[src/rtl/exu_hazard_ctrl.sv]
// Execute-stage hazard control: tracks the EX/MEM in-flight slots and derives the
// stall, the operand forwarding selects and the misprediction flush.

module exu_hazard_src #(
  parameter int REG_AW = 5
) (
  input  logic [REG_AW-1:0] i_src,
  input  logic              i_used,
  input  logic              i_ex_v,
  input  logic [REG_AW-1:0] i_ex_rd,
  input  logic              i_ex_wen,
  input  logic              i_ex_ld,
  input  logic              i_mem_v,
  input  logic [REG_AW-1:0] i_mem_rd,
  input  logic              i_mem_wen,
  input  logic              i_mem_ld,
  input  logic              i_lsu_resp,
  output logic [1:0]        o_fwd,
  output logic              o_luh
);
  logic w_src_ok, w_ex_m, w_mem_m;

  // x0 is hardwired zero, so it never depends on a producer
  assign w_src_ok = i_used & (i_src != '0);
  assign w_ex_m   = w_src_ok & i_ex_v  & i_ex_wen  & (i_ex_rd  == i_src);
  assign w_mem_m  = w_src_ok & i_mem_v & i_mem_wen & (i_mem_rd == i_src);

  always_comb begin
    o_fwd = 2'b00;
    if (w_ex_m && !i_ex_ld)                       o_fwd = 2'b01;
    else if (w_mem_m && (!i_mem_ld || i_lsu_resp)) o_fwd = 2'b10;
  end

  assign o_luh = (w_ex_m & i_ex_ld) | (w_mem_m & i_mem_ld & ~i_lsu_resp);
endmodule

module exu_hazard_ctrl #(
  parameter int REG_AW       = 5,
  parameter int FLUSH_CYCLES = 2
) (
  input  logic              clock,
  input  logic              reset,
  input  logic              decode_valid,
  input  logic [REG_AW-1:0] id_rs1,
  input  logic [REG_AW-1:0] id_rs2,
  input  logic              id_rs1_used,
  input  logic              id_rs2_used,
  input  logic [REG_AW-1:0] id_rd,
  input  logic              id_rd_wen,
  input  logic              id_is_load,
  input  logic              lsu_resp_valid,
  input  logic              is_wrong_prediction,
  output logic              block,
  output logic              clear_pipeline,
  output logic [1:0]        op1_fwd,
  output logic [1:0]        op2_fwd,
  output logic [15:0]       hazard_stall_cnt
);
  typedef enum logic [1:0] {RUN, LOAD_WAIT, FLUSH} state_t;

  localparam logic [3:0] FC_M1 = 4'(FLUSH_CYCLES - 1);

  state_t            r_state;
  logic [3:0]        r_fcnt;
  logic              r_clear;
  logic              r_ex_v, r_ex_wen, r_ex_ld;
  logic [REG_AW-1:0] r_ex_rd;
  logic              r_mem_v, r_mem_wen, r_mem_ld;
  logic [REG_AW-1:0] r_mem_rd;
  logic [15:0]       r_stall_cnt;

  logic [1:0][REG_AW-1:0] w_src;
  logic [1:0]             w_used;
  logic [1:0][1:0]        w_fwd;
  logic [1:0]             w_luh;
  logic                   w_hazard, w_block, w_mem_retire;

  assign w_src  = {id_rs2, id_rs1};
  assign w_used = {id_rs2_used, id_rs1_used};

  for (genvar g = 0; g < 2; g++) begin : g_src
    exu_hazard_src #(.REG_AW(REG_AW)) u_src (
      .i_src      (w_src[g]),
      .i_used     (w_used[g]),
      .i_ex_v     (r_ex_v),
      .i_ex_rd    (r_ex_rd),
      .i_ex_wen   (r_ex_wen),
      .i_ex_ld    (r_ex_ld),
      .i_mem_v    (r_mem_v),
      .i_mem_rd   (r_mem_rd),
      .i_mem_wen  (r_mem_wen),
      .i_mem_ld   (r_mem_ld),
      .i_lsu_resp (lsu_resp_valid),
      .o_fwd      (w_fwd[g]),
      .o_luh      (w_luh[g])
    );
  end

  assign w_hazard = |w_luh;
  // Misprediction outranks the stall; a flush never stalls
  assign w_block  = w_hazard & ~is_wrong_prediction & (r_state != FLUSH);
  // While stalled, MEM may still drain unless it is a load awaiting data
  assign w_mem_retire = ~r_mem_v | ~r_mem_ld | lsu_resp_valid;

  assign block            = w_block;
  assign clear_pipeline   = r_clear;
  assign op1_fwd          = w_fwd[0];
  assign op2_fwd          = w_fwd[1];
  assign hazard_stall_cnt = r_stall_cnt;

  always_ff @(posedge clock or negedge reset) begin
    if (!reset) begin
      r_state   <= RUN;
      r_fcnt    <= '0;
      r_clear   <= 1'b0;
      r_ex_v    <= 1'b0;
      r_ex_rd   <= '0;
      r_ex_wen  <= 1'b0;
      r_ex_ld   <= 1'b0;
      r_mem_v   <= 1'b0;
      r_mem_rd  <= '0;
      r_mem_wen <= 1'b0;
      r_mem_ld  <= 1'b0;
    end else if (is_wrong_prediction) begin
      r_state <= FLUSH;
      r_fcnt  <= FC_M1;
      r_clear <= 1'b1;
      r_ex_v  <= 1'b0;
      r_mem_v <= 1'b0;
    end else begin
      case (r_state)
        FLUSH: begin
          if (r_fcnt == '0) begin
            r_state <= RUN;
            r_clear <= 1'b0;
          end else begin
            r_fcnt <= r_fcnt - 4'd1;
          end
        end
        default: begin
          r_state <= w_hazard ? LOAD_WAIT : RUN;
          if (!w_block || w_mem_retire) begin
            r_mem_v   <= r_ex_v;
            r_mem_rd  <= r_ex_rd;
            r_mem_wen <= r_ex_wen;
            r_mem_ld  <= r_ex_ld;
          end
          if (!w_block) begin
            r_ex_v   <= decode_valid;
            r_ex_rd  <= id_rd;
            r_ex_wen <= id_rd_wen;
            r_ex_ld  <= id_is_load;
          end else if (w_mem_retire) begin
            r_ex_v <= 1'b0;
          end
        end
      endcase
    end
  end

  always_ff @(posedge clock or negedge reset) begin
    if (!reset)                              r_stall_cnt <= '0;
    else if (w_block && r_stall_cnt != '1)   r_stall_cnt <= r_stall_cnt + 16'd1;
  end
endmodule

[config.mk]
export PLATFORM = sky130hd
export DESIGN_NAME = exu_hazard_ctrl
export DESIGN_NICKNAME = d
export VERILOG_FILES = /design/src/rtl/exu_hazard_ctrl.sv
export SDC_FILE = /design/constraint.sdc
export NUM_CORES = 1
export LEC_CHECK = 0
export BUFFER_PORTS_ARGS = -buffer_cell sky130_fd_sc_hd__clkbuf_2
export CAP_MARGIN = 5
export CORE_MARGIN = 2
export CORE_UTILIZATION = 53
export CTS_BUF_LIST = sky130_fd_sc_hd__clkbuf_16
export DETAILED_ROUTE_END_ITERATION = 6
export HOLD_SLACK_MARGIN = 0.15
export PLACE_DENSITY = 0.78
export SKIP_CTS_REPAIR_TIMING = 1
export SYNTH_ARGS = -nofsm -noshare
export SYNTH_HDL_FRONTEND = slang
export SYNTH_SLANG_ARGS = --single-unit
[constraint.sdc]
create_clock -name clock -period 2.6 [get_ports clock]
set_input_delay 0.13 -clock clock [delete_from_list [all_inputs] [get_ports clock]]
set_output_delay 0.13 -clock clock [all_outputs]
set_load 0.005 [all_outputs]
==> run metrics, run 1 <==
Netlist cell types=36; Final Skew=9.489 ps; xor/xnor cell area share of the yosys netlist=15.78%; DRT Wirelength=4432 µm; FF-to-FF Start=r_ex_rd[3]; number of non-filler instances in the completed layout=295; setup slack after layout=157.3 ps; Arrival @ worst endpoint=2610 ps; RSZ-0062 raised after global routing=no; area post-placement=2338 µm²; period utilization=93.95%; root buffer cell=clkbuf_16; fraction of layout cells with a size suffix above 1=29.96%; CTS buffer count=5; Yosys warnings=0; Starting Density=55.66%; relative slew slack=36.37%; sequential share of the synthesized area=47.53%; HPWL Detailed=3195 µm; Vias=1569; Finished Cell Area=2592 µm²; Data required, critical path=2760 ps; die area=4388 µm²; post-route ant nets=0; kind of end point of the critical path=register; EDFF count, synth=0; DR WL/cell=15.02 µm; Pins Over Slew Limit=0; Comb pwr share=28.6%; post-synthesis compound-gate area fraction=5.911%; worst reg2reg endpoint=r_mem_rd[3]; cell-internal power=1590 µW; DP Cell Count=278; H-tree Lvls=2; largest net degree at the start of global routing=40; largest cells by area after synthesis=dfrtp_1 (48%), xnor2_1 (15%), mux2_4 (5.1%); CP endpoint=r_mem_rd[3]; clock latency on the worst-skew pair=290 ps; NetSw=685.4 µW; Power Density=877.8 nW/µm²; row count=22; Setup WS pre-CTS=272.7 ps; outcome=finished, final reports clean; Post-Syn Instances=186; Fin. Hold Viols=0; Max-cap violations=0; Critical Path Fanout Max=6; Reg clk slew, reported paths=60 ps; Syn Area/Cell=11.04 µm²; mapped cell area=2053 µm²; Sum Neg Setup Slack=0 ps; Commonest cells post-synth=dfrtp_1 (39), xnor2_1 (35), nand2_1 (17); initial antenna violation count=0; drt pass-1 iters=4; power share of the sequential group=41.4%; DRC=0; nets=273; clk sinks=39; Critical Setup Path Class=register to register; top-count cell post-synth=dfrtp_1; GR Overflow Total=0; Layout area overhead=26.26%; Final Setup Violations=0; Hold/Removal Path Class=primary input to register; vias in the first global route=1439; Synth top area share=47.53%; fraction of registers with async set/reset=100.0%; switching part of the total=30.12%; Highest Clock Rate=409.4 MHz; core footprint=3689 µm²; fraction of synthesized area in multiplexers=9.506%; main flop type after synthesis=dfrtp_1; Period minus WS final=2443 ps; clock share of power=30.0%; TritonCTS clock tree=built; Reg2Reg Setup Slack=160 ps; largest family of logic cells by synthesized area=simple AND/OR/NAND/NOR gates; I/O pin cnt=46; Leak=0.001161 µW; number of synthesized register bits=39; port bufs=45; worst-margin pin slew=954.5 ps; Post-Synth Adder-Cell Area=1.828%; die width=66.24 µm; post-synthesis simple-gate area fraction=18.16%; Antenna Cells=0; peak supply drop=549.3 µV; r2r worst-path depth=6; total track usage=22.91%; first-pass GRT wire length=7307 µm; CTS Buffer Depth=2; Die Ht=66.24 µm; crit start category=register; most area-hungry cell type in the Yosys netlist=dfrtp_1; RD Place Congestion=0.9176; Vias/cell=5.319; syn_nets=213; CP Launch Point=r_ex_rd[3]; Initial DRC Count=77
## worst min path at each step
stage / startpoint / end / cells past startpoint
2_1_floorplan: reset / clear_pipeline / 0
3_3_place_gp: reset / r_fcnt[2] / 1
3_5_place_dp: reset / r_fcnt[3] / 1
4_1_cts: reset / r_ex_v / 1
5_1_grt: is_wrong_prediction / r_fcnt[2] / 2
6_report: is_wrong_prediction / r_fcnt[2] / 2
## kinds of logic after synthesis
kind of cell | after synthesis
flops | 39
buf+inv | 6
compound gates | 15
fa+ha+maj | 3
mux | 15
simple gates | 71
xor+xnor | 37
## worst max-delay path, cell delays in order (launching register included)
cell and delay [ps]:
dfrtp_1 430, xnor2_1 200, nand4_1 190, nor3_1 350, o21ai_2 160, o21bai_1 580
mux2_2 410
## layout make-up
cell class | instances | area [µm²]
Sequential cell | 39 | 975.9
Timing Repair Buffer | 56 | 330.3
Tap cell | 48 | 60.06
Fill cell | 284 | 1096
Clock inverter | 3 | 38.79
Clock buffer | 5 | 125.1
Inverter | 3 | 11.26
Multi-Input combinational cell | 141 | 1051
## placed cells by master, fill, tap and decap left out, types with 2 or more instances in the layout
| cell | n |
|---|---|
| nand2b_1 | 2 |
| xor2_1 | 2 |
| o21ai_2 | 4 |
| clkbuf_16 | 5 |
| and4_1 | 2 |
| mux2_2 | 5 |
| nor3b_1 | 3 |
| ha_1 | 3 |
| nand3_1 | 12 |
| inv_1 | 3 |
| dfrtp_1 | 39 |
| and2_1 | 2 |
| nor4_1 | 2 |
| nor2b_1 | 2 |
| nor2_1 | 9 |
| a211oi_2 | 2 |
| buf_4 | 2 |
| nand2_1 | 17 |
| dlygate4sd3_1 | 9 |
| nand4_1 | 6 |
| mux2_1 | 3 |
| xnor2_1 | 35 |
| nor3_1 | 8 |
| a21oi_1 | 2 |
| mux2_4 | 7 |
| clkbuf_2 | 45 |
| or4_1 | 2 |
## metrics by stage
step / total power [µW] / hold WS, ps / utilization [%]
detailed placement: 1582 / 318.2 / 63.40
floorplan: 1412 / -165.6 / -
finish: 2276 / 166.7 / 70.28
global route: 2406 / 180.6 / 70.28
CTS: 2279 / 19.87 / 67.84
global placement: 1563 / 322.2 / 63.40
## routing by layer
metal  share of wire [%]  GRT usage [%]  up-vias
met5                   0              0        -
met4                 1.6          8.418        0
met3                 5.6          5.622        8
met2                  46          33.00       37
met1                  47          33.41      750
li1                    -              -      774
## registers in the layout, indices dropped and copies added, names as in the netlist
| signal | cells |
|---|---|
| clear_pipeline | 1 |
| r_ex_wen | 1 |
| r_mem_rd | 5 |
| r_ex_v | 1 |
| hazard_stall_cnt | 16 |
| r_mem_ld | 1 |
| r_state | 2 |
| r_mem_wen | 1 |
| r_ex_rd | 5 |
| r_fcnt | 4 |
| r_mem_v | 1 |
| r_ex_ld | 1 |
## power groups by stage
stage          registers (µW)  logic [µW]  clock network, µW
2_1_floorplan             900         513                  0
3_3_place_gp              936         627                  0
3_5_place_dp              946         636                  0
4_1_cts                   939         647                693
5_1_grt                   964         716                725
6_report                  942         651                683
No activity file was read; power rests on OpenSTA's default activity.
==> run 2: changes to the inputs <==
- CORE_ASPECT_RATIO: unset -> 0.9
- CORE_UTILIZATION: 53 -> 30
- PLACE_DENSITY: 0.78 -> unset
==> run 2 against run 1 <==
Sequential share of layout area decreased by 0.96 points. First-iteration DRC count increased by 5.2%. Clock skew decreased by 3.4 ps. Via count decreased by 0.38%. Cell count increased by 14%.
==> run metrics, run 2 (synthesis results as in run 1) <==
vias in the first global route=1567 (was 1439); port bufs=45 (unchanged); CTS Buffer Depth=2 (unchanged); power share of the sequential group=39.8% (was 41.4%); Critical Path Fanout Max=6 (unchanged); total track usage=12.95% (was 22.91%); Final Setup Violations=0 (unchanged); Worst path top cell family by delay=simple AND/OR/NAND/NOR gates (was compound AO/OA/AOI/OAI gates); Antenna Cells=0 (unchanged); r2r worst-path depth=7 (was 6); switching part of the total=28.81% (was 30.12%); Critical Setup Path Class=register to output port (was register to register); most common cell after layout, fill and taps aside=clkbuf_2 (unchanged); Sum Neg Setup Slack=0 ps (unchanged); Highest Clock Rate=459.5 MHz (was 409.4 MHz); HPWL Detailed=3442 µm (was 3195 µm); Final Skew=6.116 ps (was 9.489 ps); Reg2Reg Setup Slack=470 ps (was 160 ps); Leak=0.001171 µW (was 0.001161 µW); drt pass-1 iters=4 (unchanged); largest net degree at the start of global routing=40 (unchanged); initial antenna violation count=0 (unchanged); Vias=1563 (was 1569); worst reg2reg endpoint=hazard_stall_cnt[10] (was r_mem_rd[3]); core footprint=6586 µm² (was 3689 µm²); clk sinks=39 (unchanged); TritonCTS clock tree=built (unchanged); Die Ht=82.49 µm (was 66.24 µm); Finished Cell Area=2660 µm² (was 2592 µm²); relative slew slack=35.54% (was 36.37%); Stages on worst setup path=7 (was 6); first-pass GRT wire length=7541 µm (was 7307 µm); Vias/cell=4.652 (was 5.319); fraction of layout cells with a size suffix above 1=30.08% (was 29.96%); CTS buffer count=5 (unchanged); cell-internal power=1684 µW (was 1590 µW); root buffer cell=clkbuf_16 (unchanged); Power Density=889.4 nW/µm² (was 877.8 nW/µm²); hold endpoint=r_ex_v (was r_fcnt[2]); CP Cell Sequence=xnor2_1 -> nand4_1 -> nor3_1 -> o21ai_2 -> and2_1 -> nor3_1 -> clkbuf_2 (was xnor2_1 -> nand4_1 -> nor3_1 -> o21ai_2 -> o21bai_1 -> mux2_2); FF-to-FF Start=r_mem_rd[1] (was r_ex_rd[3]); clock latency on the worst-skew pair=280 ps (was 290 ps); Pins Over Slew Limit=0 (unchanged); DR WL/cell=13.28 µm (was 15.02 µm); Reg clk slew, reported paths=50 ps (was 60 ps); buffers and inverters on the worst path=1 (was 0); CP most frequent cell=nor3_1; Arrival @ worst endpoint=2050 ps (was 2610 ps); row count=28 (was 22); area post-placement=2391 µm² (was 2338 µm²); Hold/Removal Path Class=primary input to register (unchanged); H-tree Lvls=2 (unchanged); die area=7523 µm² (was 4388 µm²); crit start category=register (unchanged); Layout area overhead=29.56% (was 26.26%); Hold Crit Depth=3 (was 2); fillers=676 (was 284); outcome=finished, final reports clean (unchanged); delay of the slowest critical-path stage=410 ps (was 580 ps); RD Place Congestion=0.8543 (was 0.9176); Slowest cell on crit path=dfrtp_1 (was o21bai_1); max reg flops=16 (unchanged); most frequent cells in the layout=clkbuf_2 (45), dfrtp_1 (39), xnor2_1 (35), nand2_1 (17), nand3_1 (12) (unchanged); DRC=0 (unchanged); period utilization=83.70% (was 93.95%); peak supply drop=297.8 µV (was 549.3 µV); post-route ant nets=0 (unchanged); clock share of power=33.1% (was 30.0%); Data required, critical path=2470 ps (was 2760 ps); worst-margin pin slew=966.9 ps (was 954.5 ps); Initial DRC Count=81 (was 77); Period minus WS final=2176 ps (was 2443 ps); Max-cap violations=0 (unchanged); NetSw=681.7 µW (was 685.4 µW); kind of end point of the critical path=output port (was register); die width=91.21 µm (was 66.24 µm); GR Overflow Total=0 (unchanged); nets=272 (was 273); Fin. Hold Viols=0 (unchanged); Power Total=2366 µW (was 2276 µW); hold path startpoint=decode_valid (was is_wrong_prediction); Starting Density=31.17% (was 55.66%); I/O pin cnt=46 (unchanged); DRT Wirelength=4462 µm (was 4432 µm); RSZ-0062 raised after global routing=no (unchanged); Comb pwr share=27.2% (was 28.6%)
==> run 2: how the worst max path moves through the flow <==
| stage | endpoint | slack (ps) | from |
|---|---|---|---|
| after global routing | hazard_stall_cnt[6] | 220 | r_mem_rd[2] |
| after global placement | r_ex_rd[2] | 380 | id_rs1[0] |
| after floorplan | r_ex_v | 670 | r_mem_rd[2] |
| final | block | 420 | r_mem_rd[1] |
| after CTS | block | 410 | r_mem_rd[2] |
| after detailed placement | r_ex_rd[1] | 320 | id_rs1[0] |
==> run 2: power groups by stage <==
| stage | combinational [µW] | sequential, µW | clock (µW) |
|---|---|---|---|
| 2_1_floorplan | 513 | 900 | 0 |
| 3_3_place_gp | 629 | 947 | 0 |
| 4_1_cts | 639 | 943 | 803 |
| 5_1_grt | 717 | 974 | 825 |
| 6_report | 643 | 941 | 782 |
| 3_5_place_dp | 637 | 951 | 0 |
==> run 2: through the flow <==
stage	hold WS (ps)	std cells	util [%]	setup WS [ps]
2_1_floorplan	-165.6	186	-	672.2
3_3_place_gp	339.1	320	36.30	378.9
3_5_place_dp	349.9	320	36.30	315.9
4_1_cts	34.43	328	39.17	406.1
5_1_grt	164.3	336	40.39	217.6
6_report	118.2	336	40.39	423.8
==> run 2: cell type report <==
type | count | area, µm² | area share (%)
inverter | 3 | 11.26 | 0.4233
tap | 90 | 112.6 | 4.233
multi-input combinational | 141 | 1051 | 39.51
timing repair buffer | 55 | 320.3 | 12.04
sequential | 39 | 975.9 | 36.69
clock buffer | 5 | 125.1 | 4.704
clock inverter | 3 | 63.81 | 2.399
==> run 2: per-layer routing <==
layer  global-route usage (%)  part of all wire [%]
met5                        0                     0
met4                    6.061                   2.1
met2                    20.15                    45
met1                    16.78                    48
met3                    3.811                   4.6
==> run 2: worst min-delay path, delay by kind of cell <==
kind            cells  cell delay (ps)
buf+inv             1               90
compound gates      1               70
simple gates        1               60
